--- src/rtl/video_frame_cmd_gen.sv ---
// Frame-buffer write command generator: splits each video line into AXI bursts
// and walks a rotating set of frame buffers. Optional macro: VIDEO_FRAME_REVERSE_EN.
module video_frame_cmd_gen #(
    parameter int          AXI_DATA_WIDTH   = 128,
    parameter int          AXI_ADDR_WIDTH   = 32,
    parameter int          PIXEL_WIDTH      = 16,
    parameter int          MAX_BURST_LEN    = 64,
    parameter int          FRAME_BUF_NUM    = 3,
    parameter logic [31:0] FRAME_BUF_STRIDE = 32'h0080_0000
) (
    input  logic                      i_axi_clk,
    input  logic                      i_reset_n,
    input  logic                      i_frame_start,
    input  logic [15:0]               i_video_width,
    input  logic [15:0]               i_video_high,
    input  logic [AXI_ADDR_WIDTH-1:0] i_base_addr,
    input  logic                      i_frame_mode,
    output logic                      o_cmd_valid,
    input  logic                      i_cmd_ready,
    output logic [AXI_ADDR_WIDTH-1:0] o_cmd_addr,
    output logic [7:0]                o_cmd_len,
    output logic                      o_cmd_line_last,
    output logic                      o_cmd_frame_last,
    output logic [2:0]                o_buf_idx,
    output logic                      o_busy,
    output logic                      o_frame_drop,
    output logic [1:0]                o_dbg_state
);

    // Handshake: a command transfers on a rising clock edge where o_cmd_valid
    // and i_cmd_ready are both high; while valid is high and ready is low the
    // command fields do not change, and valid never drops without a transfer.

    typedef enum logic [1:0] {ST_IDLE, ST_SETUP, ST_CMD} state_t;

    localparam logic [31:0] BEAT_BYTES  = 32'(AXI_DATA_WIDTH / 8);
    localparam logic [31:0] MAX_BEATS   = 32'(MAX_BURST_LEN);
    localparam logic [31:0] BURST_BYTES = MAX_BEATS * BEAT_BYTES;
    localparam logic [2:0]  LAST_BUF    = 3'(FRAME_BUF_NUM - 1);

    state_t                    state_q, state_d;
    logic [2:0]                buf_q, buf_d;
    logic [15:0]               width_q, width_d;
    logic [15:0]               high_q, high_d;
    logic [AXI_ADDR_WIDTH-1:0] base_q, base_d;
    logic [31:0]               stride_q, stride_d;
    logic [31:0]               bpl_q, bpl_d;
    logic [AXI_ADDR_WIDTH-1:0] line_addr_q, line_addr_d;
    logic [31:0]               off_q, off_d;
    logic [31:0]               beats_rem_q, beats_rem_d;
    logic [15:0]               rows_left_q, rows_left_d;
    logic                      drop_q, drop_d;

    logic [31:0]               line_bits_c;
    logic [31:0]               bpl_c;
    logic [31:0]               stride_c;
    logic [AXI_ADDR_WIDTH-1:0] frame_addr_c;
    logic [AXI_ADDR_WIDTH-1:0] first_line_c;
    logic [AXI_ADDR_WIDTH-1:0] next_line_c;
    logic                      line_last_c;
    logic                      frame_last_c;
    logic [7:0]                len_c;
    logic                      start_ok_c;

    assign start_ok_c   = i_frame_start && (i_video_width != 16'd0) && (i_video_high != 16'd0);
    assign line_bits_c  = 32'(width_q) * 32'(PIXEL_WIDTH);
    assign bpl_c        = (line_bits_c + 32'(AXI_DATA_WIDTH - 1)) / 32'(AXI_DATA_WIDTH);
    assign stride_c     = bpl_c * BEAT_BYTES;
    assign frame_addr_c = base_q + AXI_ADDR_WIDTH'(32'(buf_q) * FRAME_BUF_STRIDE);

`ifdef VIDEO_FRAME_REVERSE_EN
    logic mode_q, mode_d;

    // Reverse order starts at the last line and walks the stride downwards.
    assign first_line_c = mode_q
        ? frame_addr_c + AXI_ADDR_WIDTH'(32'(high_q - 16'd1) * stride_c)
        : frame_addr_c;
    assign next_line_c  = mode_q ? line_addr_q - AXI_ADDR_WIDTH'(stride_q)
                                 : line_addr_q + AXI_ADDR_WIDTH'(stride_q);
`else
    logic unused_frame_mode;

    assign unused_frame_mode = i_frame_mode;
    assign first_line_c      = frame_addr_c;
    assign next_line_c       = line_addr_q + AXI_ADDR_WIDTH'(stride_q);
`endif

    assign line_last_c  = (beats_rem_q <= MAX_BEATS);
    assign frame_last_c = line_last_c && (rows_left_q == 16'd1);
    assign len_c        = line_last_c ? 8'(beats_rem_q - 32'd1) : 8'(MAX_BEATS - 32'd1);

    always_comb begin
        state_d     = state_q;
        buf_d       = buf_q;
        width_d     = width_q;
        high_d      = high_q;
        base_d      = base_q;
        stride_d    = stride_q;
        bpl_d       = bpl_q;
        line_addr_d = line_addr_q;
        off_d       = off_q;
        beats_rem_d = beats_rem_q;
        rows_left_d = rows_left_q;
        drop_d      = i_frame_start && (state_q != ST_IDLE);
`ifdef VIDEO_FRAME_REVERSE_EN
        mode_d      = mode_q;
`endif
        case (state_q)
            ST_IDLE: begin
                if (start_ok_c) begin
                    width_d = i_video_width;
                    high_d  = i_video_high;
                    base_d  = i_base_addr;
`ifdef VIDEO_FRAME_REVERSE_EN
                    mode_d  = i_frame_mode;
`endif
                    state_d = ST_SETUP;
                end
            end
            ST_SETUP: begin
                stride_d    = stride_c;
                bpl_d       = bpl_c;
                line_addr_d = first_line_c;
                off_d       = 32'd0;
                beats_rem_d = bpl_c;
                rows_left_d = high_q;
                state_d     = ST_CMD;
            end
            ST_CMD: begin
                if (i_cmd_ready) begin
                    if (frame_last_c) begin
                        state_d = ST_IDLE;
                        buf_d   = (buf_q == LAST_BUF) ? 3'd0 : buf_q + 3'd1;
                    end else if (line_last_c) begin
                        line_addr_d = next_line_c;
                        off_d       = 32'd0;
                        beats_rem_d = bpl_q;
                        rows_left_d = rows_left_q - 16'd1;
                    end else begin
                        off_d       = off_q + BURST_BYTES;
                        beats_rem_d = beats_rem_q - MAX_BEATS;
                    end
                end
            end
            default: state_d = ST_IDLE;
        endcase
    end

    always_ff @(posedge i_axi_clk or negedge i_reset_n) begin
        if (!i_reset_n) begin
            state_q     <= ST_IDLE;
            buf_q       <= 3'd0;
            width_q     <= 16'd0;
            high_q      <= 16'd0;
            base_q      <= '0;
            stride_q    <= 32'd0;
            bpl_q       <= 32'd0;
            line_addr_q <= '0;
            off_q       <= 32'd0;
            beats_rem_q <= 32'd0;
            rows_left_q <= 16'd0;
            drop_q      <= 1'b0;
`ifdef VIDEO_FRAME_REVERSE_EN
            mode_q      <= 1'b0;
`endif
        end else begin
            state_q     <= state_d;
            buf_q       <= buf_d;
            width_q     <= width_d;
            high_q      <= high_d;
            base_q      <= base_d;
            stride_q    <= stride_d;
            bpl_q       <= bpl_d;
            line_addr_q <= line_addr_d;
            off_q       <= off_d;
            beats_rem_q <= beats_rem_d;
            rows_left_q <= rows_left_d;
            drop_q      <= drop_d;
`ifdef VIDEO_FRAME_REVERSE_EN
            mode_q      <= mode_d;
`endif
        end
    end

    // Command fields are gated by valid so every output reads zero outside a frame.
    assign o_cmd_valid      = (state_q == ST_CMD);
    assign o_cmd_addr       = o_cmd_valid ? line_addr_q + AXI_ADDR_WIDTH'(off_q) : '0;
    assign o_cmd_len        = o_cmd_valid ? len_c : 8'd0;
    assign o_cmd_line_last  = o_cmd_valid && line_last_c;
    assign o_cmd_frame_last = o_cmd_valid && frame_last_c;
    assign o_buf_idx        = buf_q;
    assign o_busy           = (state_q != ST_IDLE);
    assign o_frame_drop     = drop_q;
    assign o_dbg_state      = state_q;

endmodule

--- config.mk ---
export PLATFORM = sky130hd
export DESIGN_NAME = video_frame_cmd_gen
export DESIGN_NICKNAME = d
export VERILOG_FILES = /design/src/rtl/video_frame_cmd_gen.sv
export SDC_FILE = /design/constraint.sdc
export NUM_CORES = 1
export LEC_CHECK = 0
export ABC_CLOCK_PERIOD_IN_PS = 2700
export CORE_ASPECT_RATIO = 0.5
export CORE_MARGIN = 3
export CORE_UTILIZATION = 52
export CTS_CLUSTER_DIAMETER = 30
export DETAILED_ROUTE_END_ITERATION = 7
export PLACE_DENSITY = 0.75
export RECOVER_POWER = 100
export REMOVE_ABC_BUFFERS = 1
export SLEW_MARGIN = 20
export SYNTH_ARGS = -nofsm -noshare
export SYNTH_HDL_FRONTEND = slang
export SYNTH_SLANG_ARGS = --single-unit
--- constraint.sdc ---
create_clock -name i_axi_clk -period 2.7 [get_ports i_axi_clk]
set_clock_uncertainty 0.1 [all_clocks]
set_input_delay 0.27 -clock i_axi_clk [delete_from_list [all_inputs] [get_ports i_axi_clk]]
set_output_delay 0.27 -clock i_axi_clk [all_outputs]
set_load 0.02 [all_outputs]
======== Word level (Yosys, flattened, before mapping) ========
Cells that the tools add are included.
storage, ports and cells
  word-level logic and storage cells ...... 70
  register bits after elaboration ......... 207
  bits in writable memories ............... 0
  output and inout bits ................... 50
  memories kept ........................... 0
  bits in read-only memories .............. 0
  bits in latches ......................... 0
  bits of input ports ..................... 69
operators by class
  equal/unequal tests ..................... 9
  shifts and indexed selects .............. 0
  bitwise gates (word level) .............. 0
  div/mod/pow operators ................... 0
  multiply operators ...................... 0
  muxes and demuxes ....................... 24
  add/sub/neg operators ................... 9
  reductions and logical operators ........ 16
  order comparisons ....................... 1
operators with widths
  cell                                                    count
  2-to-1 mux 32 bit                                       10
  case mux 32 bit (2 select lines)                        3
  2-to-1 mux 16 bit                                       3
  adder 32 x 11 -> 32 bit (second input constant)         1
  adder 32 x 26 -> 32 bit                                 1
  adder 32 x 29 -> 32 bit                                 1
  adder 32 bit                                            1
  <= comparator 32 x 7 -> 1 bit (second input constant)   1
  case mux 16 bit (2 select lines)                        1
  nonzero test 16 bit                                     2
  subtractor 32 x 7 -> 32 bit (second input constant)     1
  adder 20 x 7 -> 21 bit (second input constant)          1
  == test 16 x 1 -> 1 bit (second input constant)         1
  2-to-1 mux 8 bit                                        2
  subtractor 16 x 1 -> 16 bit (second input constant)     1
  AND reduction 3 bit                                     3
  subtractor 8 x 1 -> 8 bit (second input constant)       1
  logical AND 1 bit                                       6
  2-to-1 mux 2 bit                                        3
  inequality test 2 x 1 -> 1 bit (second input constant)  3
  case mux 2 bit (3 select lines)                         1
  inequality test 2 bit (second input constant)           2
  AND reduction 4 bit                                     1
  nonzero test 2 bit                                      2
  other kinds (7)                                         7

======== Longest topological paths before layout ========
Gate-level depths: netlist of run 1.
  word-level depth ........................ 5
  gate-level depth with buffers ........... 11
  depth with buffers taken out ............ 10

======== Least setup slack after synthesis of run 1 ========
Ideal clock, no wire load.
  path type ............................... register to register
  start point ............................. register, netlist name bpl_q[0]
  end point ............................... register line_addr_q[28]
  slack ................................... -0.252 ns
  setup time .............................. 0.131 ns
  required time ........................... 2.469 ns
  buffers on the path ..................... 0
  data arrival time ....................... 2.721 ns
  stages on the path, launching flop included .. 11
  cells stage by stage .................... dfrtp_1 > ha_1 > inv_1 > fa_1 > nor2b_1 > o31a_1 > o221ai_1 > o41ai_1 > and2_1 > a21oi_1 > or3_1
RTL lines
  what                  RTL line  source
  to (signal assigned)  174       line_addr_q <= line_addr_d;
  to (decl)             48        logic [AXI_ADDR_WIDTH-1:0] line_addr_q, line_addr_d;

======== Worst setup path after layout of run 1 ========
  start point ............................. register line_addr_q[14]
  end point ............................... output o_cmd_addr[22]
between the ends
  longest elaborated chain between the ends .. 2
RTL lines
  what               RTL line  source
  adder 32 bit       187       assign o_cmd_addr = o_cmd_valid ? line_addr_q + AXI_ADDR_WIDTH'(off_q) : '0;
  2-to-1 mux 32 bit  187
  to (decl)          20        output logic [AXI_ADDR_WIDTH-1:0] o_cmd_addr,
No other way between the ends.

==> metrics, run 1 <==
# fillers 1,256; DRC violations left 0; HPWL Detailed 25,300 um; routed vias/inst 6.05; largest net degree at the start of global routing 67; crit-path cells ha_4 -> a21oi_2 -> nand2_2 -> o2111ai_2 -> buf_6 -> a31oi_4 -> o21ai_1 -> or3b_4 -> and4_1 -> buf_6; Yosys cell types 73; max cap viols 1; final WL 40,100 um; Worst Tran Pin Value 1.82 ns; Final setup viols 121; most frequent cells in the layout nand2_1, buf_4, dfrtp_1; Final WS setup -0.410 ns; Site Rows 37; clock buffer depth 2; Clock Sinks 186; clock latency at the later pin of the worst-skew pair 0.46 ns; final hold vios 0; flop2flop setup slack -0.39 ns; post-synthesis sequential area ratio 41.7%; initial antenna violation count 0; io pins 119; Post-Syn Area 11,200 sq um; Rel. slew slack -21.0%; DRT Pass-1 Iters 6; Post-synth EDFFs 0; DP Area 14,100 sq um; GRT Resource Usage Total 32.7%; CTS tree done; CTS Root Cell clkbuf_16; drt wl/cell 20.2 um; initial DRC count 1,271; fin area 16,700 sq um; vias in the first global route 11.6k; critical path peak fanout 4; antenna cell count 0; Inst Count DP 1,898; synth warn 0; Final Cycle Share 115%; status complete, but fails checks; global route overflow 0; Largest stage delay, worst path 0.45 ns; Worst Path Arrival 2.74 ns; Port Buffers 117; Mapped Cells 1,358; H-tree depth 4; Core Util, Final 80.4%; CP startpoint kind flop; most common cell after layout, fill and taps aside nand2_1; syn avg cell area 8.21 sq um; Peak VDD IR 0.563 mV; Worst EP required 2.33 ns; Reg clk slew, reported paths 0.07 ns; total number of vias 12.0k; Area Growth Syn to Fin 49.8%; layout cells sized above 1 30.7%; RSZ-0062 raised after global routing yes; die area 23,300 sq um; Die W 213 um; CP endpoint kind output port; CTS buffer count 17; Lkg Pwr 0.00780 uW; Hold WC Path Type input pin to flop; Nets 1,811; post-route non-filler standard cell count 1,981; first-pass GRT wire length 60,200 um; async set or reset register ratio after synthesis 100%; Initial Util 53.7%; max-slew violations 31; fin crit period 3.11 ns; power density over the cells 427 nW/um^2; failing checks max-capacitance violations, max-slew violations, negative setup slack; RePlAce Congestion 0.903; core box area 20,800 sq um; Worst Setup Path Type flop to output port; Die Height 110 um; Synth Register Bits 186; Peak Freq 322 MHz; post-route ant nets 0; ys flop type dfrtp_1; slowest CP cell dfrtp_1; Crit path top cell by count buf_6; pre-CTS setup slack -0.477 ns
==> power breakdown <==
group,total (uW),switching (uW),internal (uW),leakage (uW)
combinational,1660,833,826,0.00506
clock,2570,1160,1410,0.000280
sequential,2900,56.0,2850,0.00246
total,7130,2050,5080,0.00780
==> critical path, delay by kind of cell (launching register included) <==
family	cells	cell delay [ns]
fa+ha+maj	1	0.30
flops	1	0.45
compound gates	4	0.57
simple gates	3	0.67
buf+inv	2	0.31
==> stage by stage <==
stage	hold WS [ns]	total power (uW)	TNS (ns)
after global routing	0.249	7350	-40.02
final	0.235	7130	-29.99
after detailed placement	0.0769	4250	-36.55
after floorplan	-0.126	3500	-375.11
after global placement	0.0713	4230	-28.04
after CTS	0.168	6910	-24.08
==> what timing repair did <==
action,4_1_cts,5_1_grt
cloned,8,3
resized for setup,325,193
endpoints found under the setup margin,136,142
endpoints found under the hold margin,84,0
pin swaps,78,75
hold buffers,1,0
setup buffers,28,21
==> kinds of logic (layout without fill, tap and decap cells) <==
logic type | after synthesis | after routing | share of synthesized area [%]
buf+inv | 91 | 441 | 3.24
fa+ha+maj | 46 | 46 | 5.30
simple gates | 641 | 641 | 25.5
compound gates | 306 | 306 | 17.2
mux | 5 | 5 | 0.482
flops | 186 | 186 | 41.7
xor+xnor | 83 | 83 | 6.52
==> final timing paths <==
kind	startpoint	end	cells after the start
hold reg to reg	base_q[1]	line_addr_q[1]	2
setup / recovery	line_addr_q[14]	o_cmd_addr[22]	10
setup reg to reg	beats_rem_q[11]	beats_rem_q[3]	8
max in group asynchronous	i_reset_n	beats_rem_q[11]	3
hold / removal	i_base_addr[7]	base_q[7]	3
min in group asynchronous	i_reset_n	line_addr_q[29]	2
==> layout make-up <==
type	instances	area [sq um]	share of cell area, %
clock buffer	21	460	2.76
clock inverter	10	116	0.696
inverter	24	92.6	0.554
multi-input combinational	1081	7400	44.3
sequential	186	4660	27.9
tap	273	342	2.04
timing repair buffer	386	3650	21.8
==> cells in the mapped netlist (12+ instances only) <==
cell type / count / share of area (%)
a21o_1: 12 / 0.81
a211oi_1: 19 / 1.3
and3_1: 19 / 1.1
a21oi_1: 88 / 3.9
nor2_1: 140 / 4.7
or3_1: 13 / 0.73
a31oi_1: 21 / 1.2
and2_1: 17 / 0.95
nor3_1: 26 / 1.2
nand2_1: 316 / 11
ha_1: 44 / 4.9
nor4_1: 22 / 1.2
xor2_1: 42 / 3.3
o211ai_1: 14 / 0.94
dfrtp_1: 186 / 42
o21ai_0: 76 / 3.4
xnor2_1: 41 / 3.2
clkbuf_1: 53 / 1.8
nand3_1: 32 / 1.4
inv_1: 24 / 0.81
nand4_1: 16 / 0.90
==> metal layers <==
metal  up-vias  global-route usage [%]  part of all wire (%)
li1       5452                       -                     -
met1      5884                    44.3                    42
met2       542                    53.8                    47
met3       110                    5.53                   7.8
met4         0                    11.4                   3.2
met5         -                       0                     0
==> sequential cells by signal, summed over array words and instances (netlist names) <==
signal and count:
beats_rem_q 32, width_q 16, bpl_q 14, base_q 32, o_frame_drop 1, rows_left_q 16
line_addr_q 32, o_buf_idx 3, o_dbg_state 2, off_q 22, high_q 16
Note: power is estimated with default switching activity, not from simulation.
==> run 2: changes to the inputs <==
- HOLD_SLACK_MARGIN: default -> 0.02
- SKIP_CTS_REPAIR_TIMING: default -> 1
==> metrics, run 2 (synthesis results as in run 1) <==
status complete, but fails checks; failing checks max-capacitance violations, max-slew violations, negative setup slack; most common cell after layout, fill and taps aside nand2_1; H-tree depth 4; Worst Setup Path Type flop to flop; Crit Reg-Reg Startpoint beats_rem_q[11]; antenna cell count 0; Port Buffers 117; layout cells sized above 1 31.2%; worst-case hold path end point base_q[7]; total number of vias 12.0k; power density over the cells 420 nW/um^2; post-route ant nets 0; RePlAce Congestion 0.903; Worst Path Arrival 3.35 ns; flop2flop setup slack -0.40 ns; pre-CTS setup slack -0.477 ns; CTS buffer count 17; Hold Path Depth 3; io pins 119; Worst EP required 2.95 ns; largest net degree at the start of global routing 67; initial antenna violation count 0; DRT Pass-1 Iters 7; post-route non-filler standard cell count 1,977; Die W 213 um; vias in the first global route 10.9k; Nets 1,807; CTS tree done; Area Growth Syn to Fin 49.4%; most frequent cells in the layout nand2_1, buf_4, dfrtp_1; max-slew violations 31; Rel. slew slack -25.6%; Multi-input gate area 7490 sq um; clock latency at the later pin of the worst-skew pair 0.46 ns; max cap viols 1; CP startpoint kind flop; initial DRC count 1,195; critical path peak fanout 4; Final Cycle Share 115%; Peak VDD IR 0.553 mV; GRT Resource Usage Total 29.7%; Final WS setup -0.399 ns; crit-path cells or4_4 -> or3_4 -> or4_4 -> buf_6 -> clkbuf_16 -> buf_4 -> nand2_1 -> o211ai_1 -> o211ai_1 -> a21boi_1; clock buffer depth 2; Final setup viols 127; Largest stage delay, worst path 0.55 ns; RR Endpoint beats_rem_q[12]; drt wl/cell 20.7 um; Lkg Pwr 0.00769 uW; Initial Util 53.7%; Tot Pwr 6990 uW; final WL 41,000 um; largest registers in the final layout base_q: 32 flops, beats_rem_q: 32 flops, line_addr_q: 32 flops; Worst Tran Pin Value 1.88 ns; Hold WC Path Type input pin to flop; global route overflow 0; Reg2Reg Depth 10; min-delay src i_base_addr[7]; CP endpoint kind flop; Reg clk slew, reported paths 0.08 ns; RSZ-0062 raised after global routing yes; Clock Sinks 186; Site Rows 37; core box area 20,800 sq um; HPWL Detailed 25,300 um; Inst Count DP 1,898; first-pass GRT wire length 55,200 um; DRC violations left 0; Core Util, Final 80.2%; hold_ws 0.233 ns; slowest CP cell or4_4; Register Area 4660 sq um; routed vias/inst 6.09; Die Height 110 um; # fillers 1,260; die area 23,300 sq um; fin crit period 3.10 ns; final hold vios 0; CTS Root Cell clkbuf_16; Peak Freq 323 MHz
==> run 2: cell types whose count changed in the layout (fill, tap and decap cells not counted), sizes merged <==
cell,before,now
dlygate4sd3,7,8
clkdlybuf4s50,74,71
dlygate4sd2,1,0
buf,288,277
dlymetal6s2s,6,5
clkbuf,31,41
a31oi,21,22
==> run 2: layout make-up <==
cell class                 instances  area share [%]
clock inverter                    10           0.698
inverter                          24           0.541
clock buffer                      21            2.76
sequential                       186            27.9
tap                              273            2.05
multi-input combinational       1082            44.9
timing repair buffer             381            21.1
==> run 2: worst max-delay path: cells and delay by family, from the launching register on <==
family / cells / cell delay, ns
AND/OR/NAND/NOR: 4 / 1.60
buffers and inverters: 3 / 0.41
AO/OA/AOI/OAI: 3 / 0.50
flip-flops: 1 / 0.38
==> run 2: worst max path at each step <==
| stage | startpoint | to | cells past startpoint |
|---|---|---|---|
| 2_1_floorplan | o_dbg_state[0] | rows_left_q[11] | 6 |
| 3_3_place_gp | line_addr_q[14] | o_cmd_addr[22] | 10 |
| 3_5_place_dp | line_addr_q[16] | o_cmd_addr[24] | 9 |
| 4_1_cts | line_addr_q[16] | o_cmd_addr[24] | 9 |
| 5_1_grt | beats_rem_q[25] | off_q[28] | 9 |
| 6_report | beats_rem_q[11] | beats_rem_q[12] | 10 |
==> run 2: through the flow <==
step	area (sq um)	TNS [ns]
after global routing	16700	-43.01
after global placement	14100	-28.04
final	16700	-32.73
after CTS	14700	-54.35
after detailed placement	14100	-36.55
after floorplan	10900	-375.11
==> run 2: report_power, final <==
part | internal [uW] | leakage [uW] | switching (uW)
combinational | 726 | 0.00496 | 782
sequential | 2850 | 0.00246 | 52.7
clock | 1410 | 0.000280 | 1170
==> run 2: metal layers <==
layer	track usage [%]	part of all wire (%)	vias up
li1	-	-	5435
met3	5.39	9.1	130
met5	0	0	-
met2	49.1	47	644
met1	40.8	40	5832
met4	7.63	3.4	0
